`src/rtl/alu_sched_pkg.sv`:
```
// Shared types and constants for the round-robin ALU request scheduler.
package alu_sched_pkg;

  typedef enum logic [1:0] {
    S_IDLE,
    S_ISSUE,
    S_WAIT,
    S_RESP
  } state_t;

  localparam logic [1:0] INP_BOTH   = 2'b11;
  localparam logic [1:0] INP_NONE   = 2'b00;

  localparam logic [3:0] CMD_MUL    = 4'h9;
  localparam logic [3:0] CMD_SHLSUB = 4'hA;

  // Bit positions inside rsp_flags = {err, l, e, g, oflow, cout}
  localparam int unsigned F_COUT  = 0;
  localparam int unsigned F_OFLOW = 1;
  localparam int unsigned F_G     = 2;
  localparam int unsigned F_E     = 3;
  localparam int unsigned F_L     = 4;
  localparam int unsigned F_ERR   = 5;
  localparam int unsigned NFLAGS  = 6;

endpackage

```
`src/rtl/alu_req_sched_rr_arbiter.sv`:
```
// Round-robin arbiter: combinational pick starting at the pointer, pointer
// advances past the winner whenever a grant is taken.
module rr_arbiter #(
  parameter int unsigned NREQ = 4,
  parameter int unsigned IDW  = 2
) (
  input  logic            clk,
  input  logic            rst_n,
  input  logic [NREQ-1:0] req,
  input  logic            en,
  output logic [NREQ-1:0] grant,
  output logic [IDW-1:0]  id
);

  logic [IDW-1:0] ptr;
  logic           found;
  int unsigned    idx;

  always_comb begin
    grant = '0;
    id    = '0;
    found = 1'b0;
    idx   = 0;
    for (int unsigned k = 0; k < NREQ; k++) begin
      idx = (32'(ptr) + k) % NREQ;
      if (!found && req[idx]) begin
        found      = 1'b1;
        grant[idx] = 1'b1;
        id         = IDW'(idx);
      end
    end
  end

  always_ff @(posedge clk or negedge rst_n) begin
    if (!rst_n) begin
      ptr <= '0;
    end else if (en && found) begin
      ptr <= IDW'((32'(id) + 1) % NREQ);
    end
  end

endmodule

```
`src/rtl/alu_req_sched.sv`:
```
// Shares one ALU between NREQ requesters: grant, issue, wait for the
// command latency, capture result/flags and hand them back with the id.
module alu_req_sched
  import alu_sched_pkg::*;
#(
  parameter int unsigned DW      = 8,
  parameter int unsigned CW      = 4,
  parameter int unsigned NREQ    = 4,
  parameter int unsigned IDW     = 2,
  parameter int unsigned LAT     = 2,
  parameter int unsigned LAT_MUL = 3
) (
  input  logic               CLK,
  input  logic               RST,
  input  logic [NREQ-1:0]    req_valid,
  output logic [NREQ-1:0]    req_ready,
  input  logic [NREQ*DW-1:0] req_opa,
  input  logic [NREQ*DW-1:0] req_opb,
  input  logic [NREQ*CW-1:0] req_cmd,
  input  logic [NREQ-1:0]    req_mode,
  input  logic [NREQ-1:0]    req_cin,
  output logic [1:0]         alu_inp_valid,
  output logic [DW-1:0]      alu_opa,
  output logic [DW-1:0]      alu_opb,
  output logic [CW-1:0]      alu_cmd,
  output logic               alu_mode,
  output logic               alu_cin,
  output logic               alu_ce,
  input  logic [2*DW-1:0]    alu_res,
  input  logic               alu_cout,
  input  logic               alu_oflow,
  input  logic               alu_g,
  input  logic               alu_e,
  input  logic               alu_l,
  input  logic               alu_err,
  output logic               rsp_valid,
  input  logic               rsp_ready,
  output logic [IDW-1:0]     rsp_id,
  output logic [2*DW-1:0]    rsp_res,
  output logic [NFLAGS-1:0]  rsp_flags,
  output logic               busy
);

  localparam int unsigned CNTW = $clog2(LAT + LAT_MUL + 1);

  state_t              state, state_nxt;
  logic [NREQ-1:0]     grant;
  logic [IDW-1:0]      gid;
  logic [IDW-1:0]      id_q;
  logic [DW-1:0]       opa_q, opb_q;
  logic [CW-1:0]       cmd_q;
  logic                mode_q, cin_q;
  logic [CNTW-1:0]     cnt;
  logic [2*DW-1:0]     res_q, res_clean;
  logic [NFLAGS-1:0]   flags_q, flags_clean;
  logic                long_op;

  rr_arbiter #(.NREQ(NREQ), .IDW(IDW)) u_arb (
    .clk   (CLK),
    .rst_n (RST),
    .req   (req_valid),
    .en    (state == S_IDLE),
    .grant (grant),
    .id    (gid)
  );

  assign long_op = mode_q && ((cmd_q == CMD_MUL) || (cmd_q == CMD_SHLSUB));

  // Undriven (z) or unknown ALU outputs are captured as 0.
  always_comb begin
    res_clean   = '0;
    flags_clean = '0;
    for (int unsigned i = 0; i < 2*DW; i++) res_clean[i] = (alu_res[i] === 1'b1);
    flags_clean[F_COUT]  = (alu_cout  === 1'b1);
    flags_clean[F_OFLOW] = (alu_oflow === 1'b1);
    flags_clean[F_G]     = (alu_g     === 1'b1);
    flags_clean[F_E]     = (alu_e     === 1'b1);
    flags_clean[F_L]     = (alu_l     === 1'b1);
    flags_clean[F_ERR]   = (alu_err   === 1'b1);
  end

  always_ff @(posedge CLK or negedge RST) begin
    if (!RST) state <= S_IDLE;
    else      state <= state_nxt;
  end

  always_comb begin
    state_nxt = state;
    unique case (state)
      S_IDLE:  if (|req_valid) state_nxt = S_ISSUE;
      S_ISSUE: state_nxt = S_WAIT;
      S_WAIT:  if (cnt == '0) state_nxt = S_RESP;
      S_RESP:  if (rsp_ready) state_nxt = S_IDLE;
      default: state_nxt = S_IDLE;
    endcase
  end

  always_comb begin
    req_ready     = '0;
    alu_inp_valid = INP_NONE;
    alu_ce        = 1'b0;
    rsp_valid     = 1'b0;
    unique case (state)
      S_IDLE:  req_ready = grant;
      S_ISSUE: begin
        alu_inp_valid = INP_BOTH;
        alu_ce        = 1'b1;
      end
      S_WAIT:  alu_ce = 1'b1;
      S_RESP:  rsp_valid = 1'b1;
      default: ;
    endcase
  end

  always_ff @(posedge CLK or negedge RST) begin
    if (!RST) begin
      id_q    <= '0;
      opa_q   <= '0;
      opb_q   <= '0;
      cmd_q   <= '0;
      mode_q  <= 1'b0;
      cin_q   <= 1'b0;
      cnt     <= '0;
      res_q   <= '0;
      flags_q <= '0;
    end else begin
      unique case (state)
        S_IDLE: if (|req_valid) begin
          id_q   <= gid;
          opa_q  <= req_opa[gid*DW +: DW];
          opb_q  <= req_opb[gid*DW +: DW];
          cmd_q  <= req_cmd[gid*CW +: CW];
          mode_q <= req_mode[gid];
          cin_q  <= req_cin[gid];
        end
        S_ISSUE: cnt <= long_op ? CNTW'(LAT_MUL - 1) : CNTW'(LAT - 1);
        S_WAIT: begin
          if (cnt == '0) begin
            res_q   <= res_clean;
            flags_q <= flags_clean;
          end else begin
            cnt <= cnt - 1'b1;
          end
        end
        default: ;
      endcase
    end
  end

  assign alu_opa   = opa_q;
  assign alu_opb   = opb_q;
  assign alu_cmd   = cmd_q;
  assign alu_mode  = mode_q;
  assign alu_cin   = cin_q;
  assign rsp_id    = id_q;
  assign rsp_res   = res_q;
  assign rsp_flags = flags_q;
  assign busy      = (state != S_IDLE);

endmodule

```
`config.mk`:
```
export PLATFORM = sky130hd
export DESIGN_NAME = alu_req_sched
export DESIGN_NICKNAME = d
export VERILOG_FILES = /design/src/rtl/alu_sched_pkg.sv /design/src/rtl/alu_req_sched_rr_arbiter.sv /design/src/rtl/alu_req_sched.sv
export SDC_FILE = /design/constraint.sdc
export NUM_CORES = 1
export LEC_CHECK = 0
export CAP_MARGIN = 25
export CELL_PAD_IN_SITES_DETAIL_PLACEMENT = 1
export CELL_PAD_IN_SITES_GLOBAL_PLACEMENT = 1
export CORE_ASPECT_RATIO = 0.75
export CORE_MARGIN = 4
export CORE_UTILIZATION = 33
export DETAILED_ROUTE_END_ITERATION = 10
export PLACE_DENSITY = 0.89
export SETUP_SLACK_MARGIN = 0.02
export SLEW_MARGIN = 20
export SYNTH_ARGS = -nofsm -noshare
export SYNTH_HDL_FRONTEND = slang
export SYNTH_HIERARCHICAL = 1
export SYNTH_SLANG_ARGS = --single-unit
```
`constraint.sdc`:
```
create_clock -name CLK -period 9.6 [get_ports CLK]
set_clock_uncertainty 0.15 [all_clocks]
set_input_delay 1.44 -clock CLK [delete_from_list [all_inputs] [get_ports CLK]]
set_output_delay 1.44 -clock CLK [all_outputs]
set_load 0.05 [all_outputs]
```
==> impl_metrics.py, run 1 <==
metrics = {
    "run_status": {
        "status": "finished, final reports clean",
    },
    "timing": {
        "period_needed_ps": 5950,
        "finalCritPeriodShare_pct": 62.0,
        "setup_violations": 0,
        "finalHoldViolCount": 0,
        "slew_violations": 0,
        "rsz0062_at_grt": "no",
        "tightest_slew_ps": 947,
        "finalSetupTns_ps": 0,
        "relSlewSlack_pct": 36.7,
        "whs_ps": 358,
        "clock.fmax_mhz": 168,
    },
    "pwr": {
        "clockPowerShare_pct": 8.6,
        "power.internal_mw": 1.11,
        "cellPowerDensity_mw_per_mm2": 411,
        "pwr-share-seq_pct": 20.3,
        "switching_share_pct": 47.7,
        "combPwrFrac_pct": 71.1,
        "power.switching_mw": 1.01,
        "vdd_drop_max_mv": 0.141,
        "leakage_nw": 2.06,
    },
    "yosys": {
        "syn_nets": 363,
        "avgSynthCellArea_um2": 14.0,
        "synth_top_family_by_area": "multiplexers",
        "ys_ff_latch": 53,
        "synth_xor_area_share_pct": 0.537,
        "synth_cell_types": 44,
        "synth-main-ff-cell": "dfrtp_1",
        "synth_fa_ha_area_share_pct": 4.99,
        "yosysWarningCount": 6,
        "yosys.area_share.simple_pct": 5.49,
        "ys_seq_area_share_pct": 40.7,
        "syn_area_mm2": 0.00326,
        "synth_compound_area_share_pct": 7.18,
        "muxShareOfSynthArea_pct": 35.2,
        "synth_edf_count": 0,
        "async_reset_ff_share_pct": 100,
        "postSynthCellCount": 233,
    },
    "place": {
        "place_inst": 524,
        "dp_hpwl_mm": 8.19,
        "gp_congestion": 0.824,
        "numPortBuffers": 171,
        "dpl_cell_area_mm2": 0.00502,
    },
    "grt": {
        "grtUsageTotal_pct": 17.1,
        "antenna_found_initial": 0,
        "grt_max_degree": 54,
        "grt_overflow": 0,
        "grt_first_pass_wirelength_mm": 15.5,
        "grt_pass1_vias": 3057,
    },
    "clocking": {
        "htree_levels": 2,
        "post_cts_resized": 0,
        "insertion_delay_ps": 290,
        "cts_root_buffer": "clkbuf_16",
        "cts_hold_buf": 0,
        "cts_made_buffers": 5,
        "postCtsSetupBuffers": 0,
        "clk_path_buf_depth": 2,
        "cts.sinks": 53,
        "clk_pin_slew_ps": 70,
        "cts_tree": "built",
    },
    "critical_path": {
        "critical_path_class": "primary input to output pin",
        "timing.rr.start": "u_arb/ptr[0]$_DFFE_PN0P_",
        "crit_path_start_kind": "primary input",
        "required_ps": 8010,
        "rr_worst_depth": 9,
        "crit_arrival_ps": 4360,
        "rr_endpoint": "alu_opa[2]$_DFFE_PN0P_",
        "worstSetupEndpointType": "output pin",
        "r2r_slack_ps": 5590,
        "worstPathMaxFanout": 10,
    },
    "drt": {
        "drt_first_pass_iters": 4,
        "num_vias": 2638,
        "drt_iter0_markers": 151,
        "drt-total-wl_mm": 9.92,
        "vias_per_cell": 4.96,
        "route.antenna.remaining_nets": 0,
        "drc": 0,
        "routedWlPerCell_um": 18.6,
    },
    "floorplan": {
        "start_util_pct": 33.7,
        "fp.dieW_um": 123,
        "fp-row-count": 31,
        "die_y_um": 94.1,
        "ios": 172,
        "die_area_mm2": 0.0115,
        "core-area_mm2": 0.00966,
    },
    "layout": {
        "nNetsFinal": 529,
        "stdcell_count": 532,
        "antennaDiodeCount": 0,
        "syn_to_final_growth_pct": 58.7,
        "fill_cells": 961,
        "drive_gt1_share_pct": 22.5,
        "design_area_mm2": 0.00517,
    },
    "worst_hold_path": {
        "whs_path_depth": 1,
        "min_to": "cnt[0]$_DFFE_PN0P_",
        "hold_class": "flop to flop",
        "hp-start": "cnt[0]$_DFFE_PN0P_",
    },
    "run": {
        "max_cap_violations": 0,
    },
}
[area by class of cell]
cell class	instances	area, µm²	share of cell area, %
Sequential cell	53	1330	25.6
Tap cell	132	165	3.19
Multi-Input combinational cell	152	1740	33.7
Clock inverter	3	26.3	0.508
Inverter	12	45.0	0.871
Clock buffer	5	125	2.42
Timing Repair Buffer	175	1740	33.7
[sequential cells by signal, indices dropped and copies added, names as in the netlist]
name and count:
alu_cmd 4, u_arb/ptr 2, rsp_flags 6, alu_opa 8, alu_mode 1, alu_cin 1
state 2, alu_opb 8, rsp_id 2, rsp_res 16, cnt 3
[cell families after synthesis]
kind of cell	count (synthesis)
multiplexers	76
flip-flops	53
AND/OR/NAND/NOR	31
AO/OA/AOI/OAI	30
buffers and inverters	28
adder cells (fa/ha/maj)	13
XOR/XNOR	2
[placed cells by master (no fill, tap or decap), types with 2 or more instances in the layout]
| cell type | n |
|---|---|
| clkdlybuf4s50_1 | 170 |
| mux2i_1 | 3 |
| buf_4 | 3 |
| a32oi_1 | 2 |
| clkinv_4 | 2 |
| o211ai_1 | 3 |
| a21oi_1 | 3 |
| nor2_1 | 8 |
| and2_1 | 4 |
| clkbuf_16 | 5 |
| a22oi_1 | 4 |
| nand2b_1 | 2 |
| a221o_1 | 4 |
| nor2b_1 | 2 |
| o221ai_1 | 2 |
| inv_1 | 12 |
| nand2_1 | 5 |
| or3_1 | 2 |
| o21ai_0 | 3 |
| mux2_2 | 47 |
| mux4_2 | 25 |
| ha_1 | 13 |
| dfrtp_1 | 53 |
[stage by stage]
step	total power [mW]	utilization (%)	setup slack, ps
after floorplan	1.56	-	4790
after global placement	1.90	51.8	3760
after detailed placement	1.96	52.0	3660
after CTS	2.15	53.6	3650
after global routing	2.26	53.6	3550
final	2.12	53.6	3650
[worst max path at each step]
stage / startpoint / to / slack [ps]
after floorplan: req_valid[2] / req_ready[3] / 4790
after global placement: req_valid[2] / req_ready[3] / 3760
after detailed placement: req_valid[2] / req_ready[3] / 3660
after CTS: req_valid[2] / req_ready[3] / 3650
after global routing: req_valid[2] / req_ready[2] / 3550
final: req_valid[2] / req_ready[3] / 3650
[synth_stat cells, drive strengths merged, types with 2 or more instances]
library cell	count	area, µm²
a21oi	3	15.0
a221o	4	40.0
a22oi	4	30.0
a32oi	2	17.5
and2	4	25.0
buf	13	135
clkbuf	3	11.3
dfrtp	53	1330
ha	13	163
inv	12	45.0
mux2	47	529
mux2i	3	30.0
mux4	26	589
nand2	5	18.8
nand2b	2	12.5
nor2	9	36.3
nor2b	3	26.3
o211ai	3	22.5
o21ai	4	20.0
o221ai	2	17.5
o31ai	2	20.0
or3	2	12.5
[power by group through the flow]
stage	Clock (mW)	Combinational, mW	Sequential (mW)
floorplan	0	0.797	0.761
global route	0.201	1.61	0.449
detailed placement	0	1.53	0.437
CTS	0.191	1.53	0.434
global placement	0	1.48	0.423
finish	0.183	1.51	0.431
[worst max-delay path: stages]
cell and delay (ps):
clkdlybuf4s50_1 560, mux4_2 650, or3_1 450, nor2_2 190, a221o_1 160, and2_1 120, clkdlybuf4s50_1 800
[layer usage]
layer / routed length (µm) / track usage, % / share of wire, %
met5: 0 / 0 / 0
met4: 49 / 2.05 / 0.49
met3: 869 / 6.14 / 8.8
met2: 5310 / 32.1 / 54
met1: 3690 / 19.1 / 37
(Power assumes the default switching activity.)
==> inputs of run 2 (changes only) <==
--- a/config.mk
+++ b/config.mk
@@ -10,9 +10,9 @@
 export CELL_PAD_IN_SITES_GLOBAL_PLACEMENT = 1
 export CORE_ASPECT_RATIO = 0.75
 export CORE_MARGIN = 4
-export CORE_UTILIZATION = 33
+export CORE_UTILIZATION = 27
 export DETAILED_ROUTE_END_ITERATION = 10
-export PLACE_DENSITY = 0.89
+export PLACE_DENSITY = 0.78
 export SETUP_SLACK_MARGIN = 0.02
 export SLEW_MARGIN = 20
 export SYNTH_ARGS = -nofsm -noshare
==> constraint.sdc (replaced) <==
create_clock -name CLK -period 5.46 [get_ports CLK]
set_clock_uncertainty 0.15 [all_clocks]
set_input_delay 0.819 -clock CLK [delete_from_list [all_inputs] [get_ports CLK]]
set_output_delay 0.819 -clock CLK [all_outputs]
set_load 0.05 [all_outputs]
==> run 2 against run 1 <==
Clock power increased by 100%. Count of clock-buffer cells in the layout increased by 1. Critical path depth increased by 1. Flip-flop and latch count unchanged. Sequential share of layout area decreased by 0.26 points. Total power increased by 78%. Register-to-register slack got worse by 4100 ps. Die area increased by 20%. Final area increased by 1.0%. Via count decreased by 0.34%. Wire length increased by 2.0%. Largest power group unchanged. Utilization decreased by 8.9 points.
==> impl_metrics.py, run 2 (same netlist as run 1, synthesis figures left out) <==
metrics = {
    "run_status": {
        "status": "finished, final reports clean",
    },
    "critical_path": {
        "cp_slowest_cell": "clkdlybuf4s50_1",
        "timing.rr.start": "u_arb/ptr[0]$_DFFE_PN0P_",
        "worstPathMaxFanout": 16,
        "crit_path_start_kind": "flop",
        "worstSetupEndpointType": "output pin",
        "crit_arrival_ps": 3910,
        "required_ps": 4490,
        "slowest_delay_ps": 800,
        "critical_path_class": "flop to output pin",
        "startpoint": "u_arb/ptr[0]$_DFFE_PN0P_",
        "cp_cell_sequence": "inv_1 > ha_1 > mux4_2 > or3_1 > nor2_2 > a221o_1 > and2_1 > clkdlybuf4s50_1",
    },
    "pwr": {
        "power.internal_mw": 1.99,
        "cellPowerDensity_mw_per_mm2": 722,
        "clockPowerShare_pct": 9.7,
        "leakage_nw": 2.07,
        "vdd_drop_max_mv": 0.242,
        "switching_share_pct": 47.2,
        "power.switching_mw": 1.78,
        "finalPower_mw": 3.78,
        "pwr-share-seq_pct": 19.8,
        "combPwrFrac_pct": 70.4,
    },
    "timing": {
        "slew_violations": 0,
        "tightest_slew_ps": 939,
        "finalCritPeriodShare_pct": 89.4,
        "finalSetupTns_ps": 0,
        "period_needed_ps": 4880,
        "setup_violations": 0,
        "finalHoldViolCount": 0,
        "clock.fmax_mhz": 205,
        "relSlewSlack_pct": 37.2,
        "rsz0062_at_grt": "no",
    },
    "place": {
        "gp_congestion": 0.817,
        "dpl_cell_area_mm2": 0.00505,
        "numPortBuffers": 171,
        "dp_hpwl_mm": 8.18,
    },
    "clocking": {
        "cts_hold_buf": 0,
        "cts_tree": "built",
        "postCtsSetupBuffers": 0,
        "cts_root_buffer": "clkbuf_16",
        "insertion_delay_ps": 290,
        "cts.sinks": 53,
        "clk_path_buf_depth": 2,
        "cts_made_buffers": 5,
        "clk_pin_slew_ps": 70,
        "htree_levels": 2,
        "post_cts_resized": 0,
    },
    "layout": {
        "drive_gt1_share_pct": 22.6,
        "fill_cells": 1217,
        "largest_reg_flops": 16,
        "final_common_cell": "clkdlybuf4s50_1",
        "antennaDiodeCount": 0,
        "final_cell_mix": "clkdlybuf4s50_1, dfrtp_1, mux2_2, mux4_2, ha_1",
        "utilization_pct": 44.7,
        "multi_input_area_mm2": 0.00175,
        "design_area_mm2": 0.00523,
        "syn_to_final_growth_pct": 60.3,
        "register_area_mm2": 0.00133,
        "nNetsFinal": 528,
    },
    "drt": {
        "drt-total-wl_mm": 10.1,
        "num_vias": 2629,
        "drc": 0,
        "vias_per_cell": 4.69,
        "routedWlPerCell_um": 18.0,
        "route.antenna.remaining_nets": 0,
        "drt_first_pass_iters": 4,
        "drt_iter0_markers": 60,
    },
    "grt": {
        "antenna_found_initial": 0,
        "grt_first_pass_wirelength_mm": 15.3,
        "grt_overflow": 0,
        "grt_pass1_vias": 2913,
        "grtUsageTotal_pct": 14.0,
        "grt_max_degree": 54,
    },
    "worst_hold_path": {
        "hp-start": "alu_opa[5]$_DFFE_PN0P_",
        "hold_class": "flop to flop",
    },
    "floorplan": {
        "die_y_um": 103,
        "fp.dieW_um": 135,
        "core-area_mm2": 0.0117,
        "start_util_pct": 27.9,
        "fp-row-count": 34,
        "die_area_mm2": 0.0139,
        "ios": 172,
    },
    "run": {
        "max_cap_violations": 0,
    },
}
-- run 2: cell count changes in the layout (fill, tap and decap cells not counted), sizes merged --
cell / change
buf: -1
clkinv: -2
clkbuf: +1
bufinv: +1
clkinvlp: +1
inv: -1
-- run 2: power groups by stage --
| stage | clock, mW | combinational [mW] | sequential (mW) |
|---|---|---|---|
| after detailed placement | 0 | 2.70 | 0.758 |
| after global routing | 0.398 | 2.84 | 0.781 |
| after CTS | 0.385 | 2.71 | 0.752 |
| after global placement | 0 | 2.65 | 0.742 |
| final | 0.367 | 2.66 | 0.748 |
| after floorplan | 0 | 1.40 | 1.34 |
-- run 2: final cells by class --
class	count	area share (%)
well taps	162	3.88
inverters	12	0.862
repair buffers	174	33.1
clock inverters	2	0.718
flip-flops and latches	53	25.4
multi-input cells	152	33.4
clock buffers	6	2.66
-- run 2: worst paths after layout --
path / slack (ps) / to / cells past startpoint
max: 580 / req_ready[3] / 8
max reg2reg: 1460 / alu_opb[2]$_DFFE_PN0P_ / 9
min reg2reg: 360 / alu_opa[5]$_DFFE_PN0P_ / 1
min: 360 / alu_opa[5]$_DFFE_PN0P_ / 1
min in group asynchronous: 510 / rsp_res[3]$_DFFE_PN0P_ / 2
max in group asynchronous: 4180 / rsp_id[1]$_DFFE_PN0P_ / 2
-- run 2: worst max-delay path, delay by kind of cell (launching register included) --
kind	cells	cell delay [ps]
flops	1	750
buf+inv	2	1040
fa+ha+maj	1	470
compound gates	1	160
simple gates	3	730
mux	1	460
-- run 2: metrics by stage --
step / worst slack (ps) / hold slack (ps) / cells
after global placement: 831 / 336 / 553
after CTS: 543 / 358 / 561
after detailed placement: 737 / 334 / 553
after global routing: 299 / 364 / 561
after floorplan: 1800 / 316 / 233
final: 576 / 356 / 561
-- run 2: metal layers --
metal	wire (µm)	part of all wire (%)	GRT usage, %	vias to the layer above
li1	-	-	-	1214
met1	4160	41	17.0	1297
met2	4990	49	24.5	112
met3	861	8.5	4.88	6
met4	110	1.1	2.50	0
met5	0	0	0	-
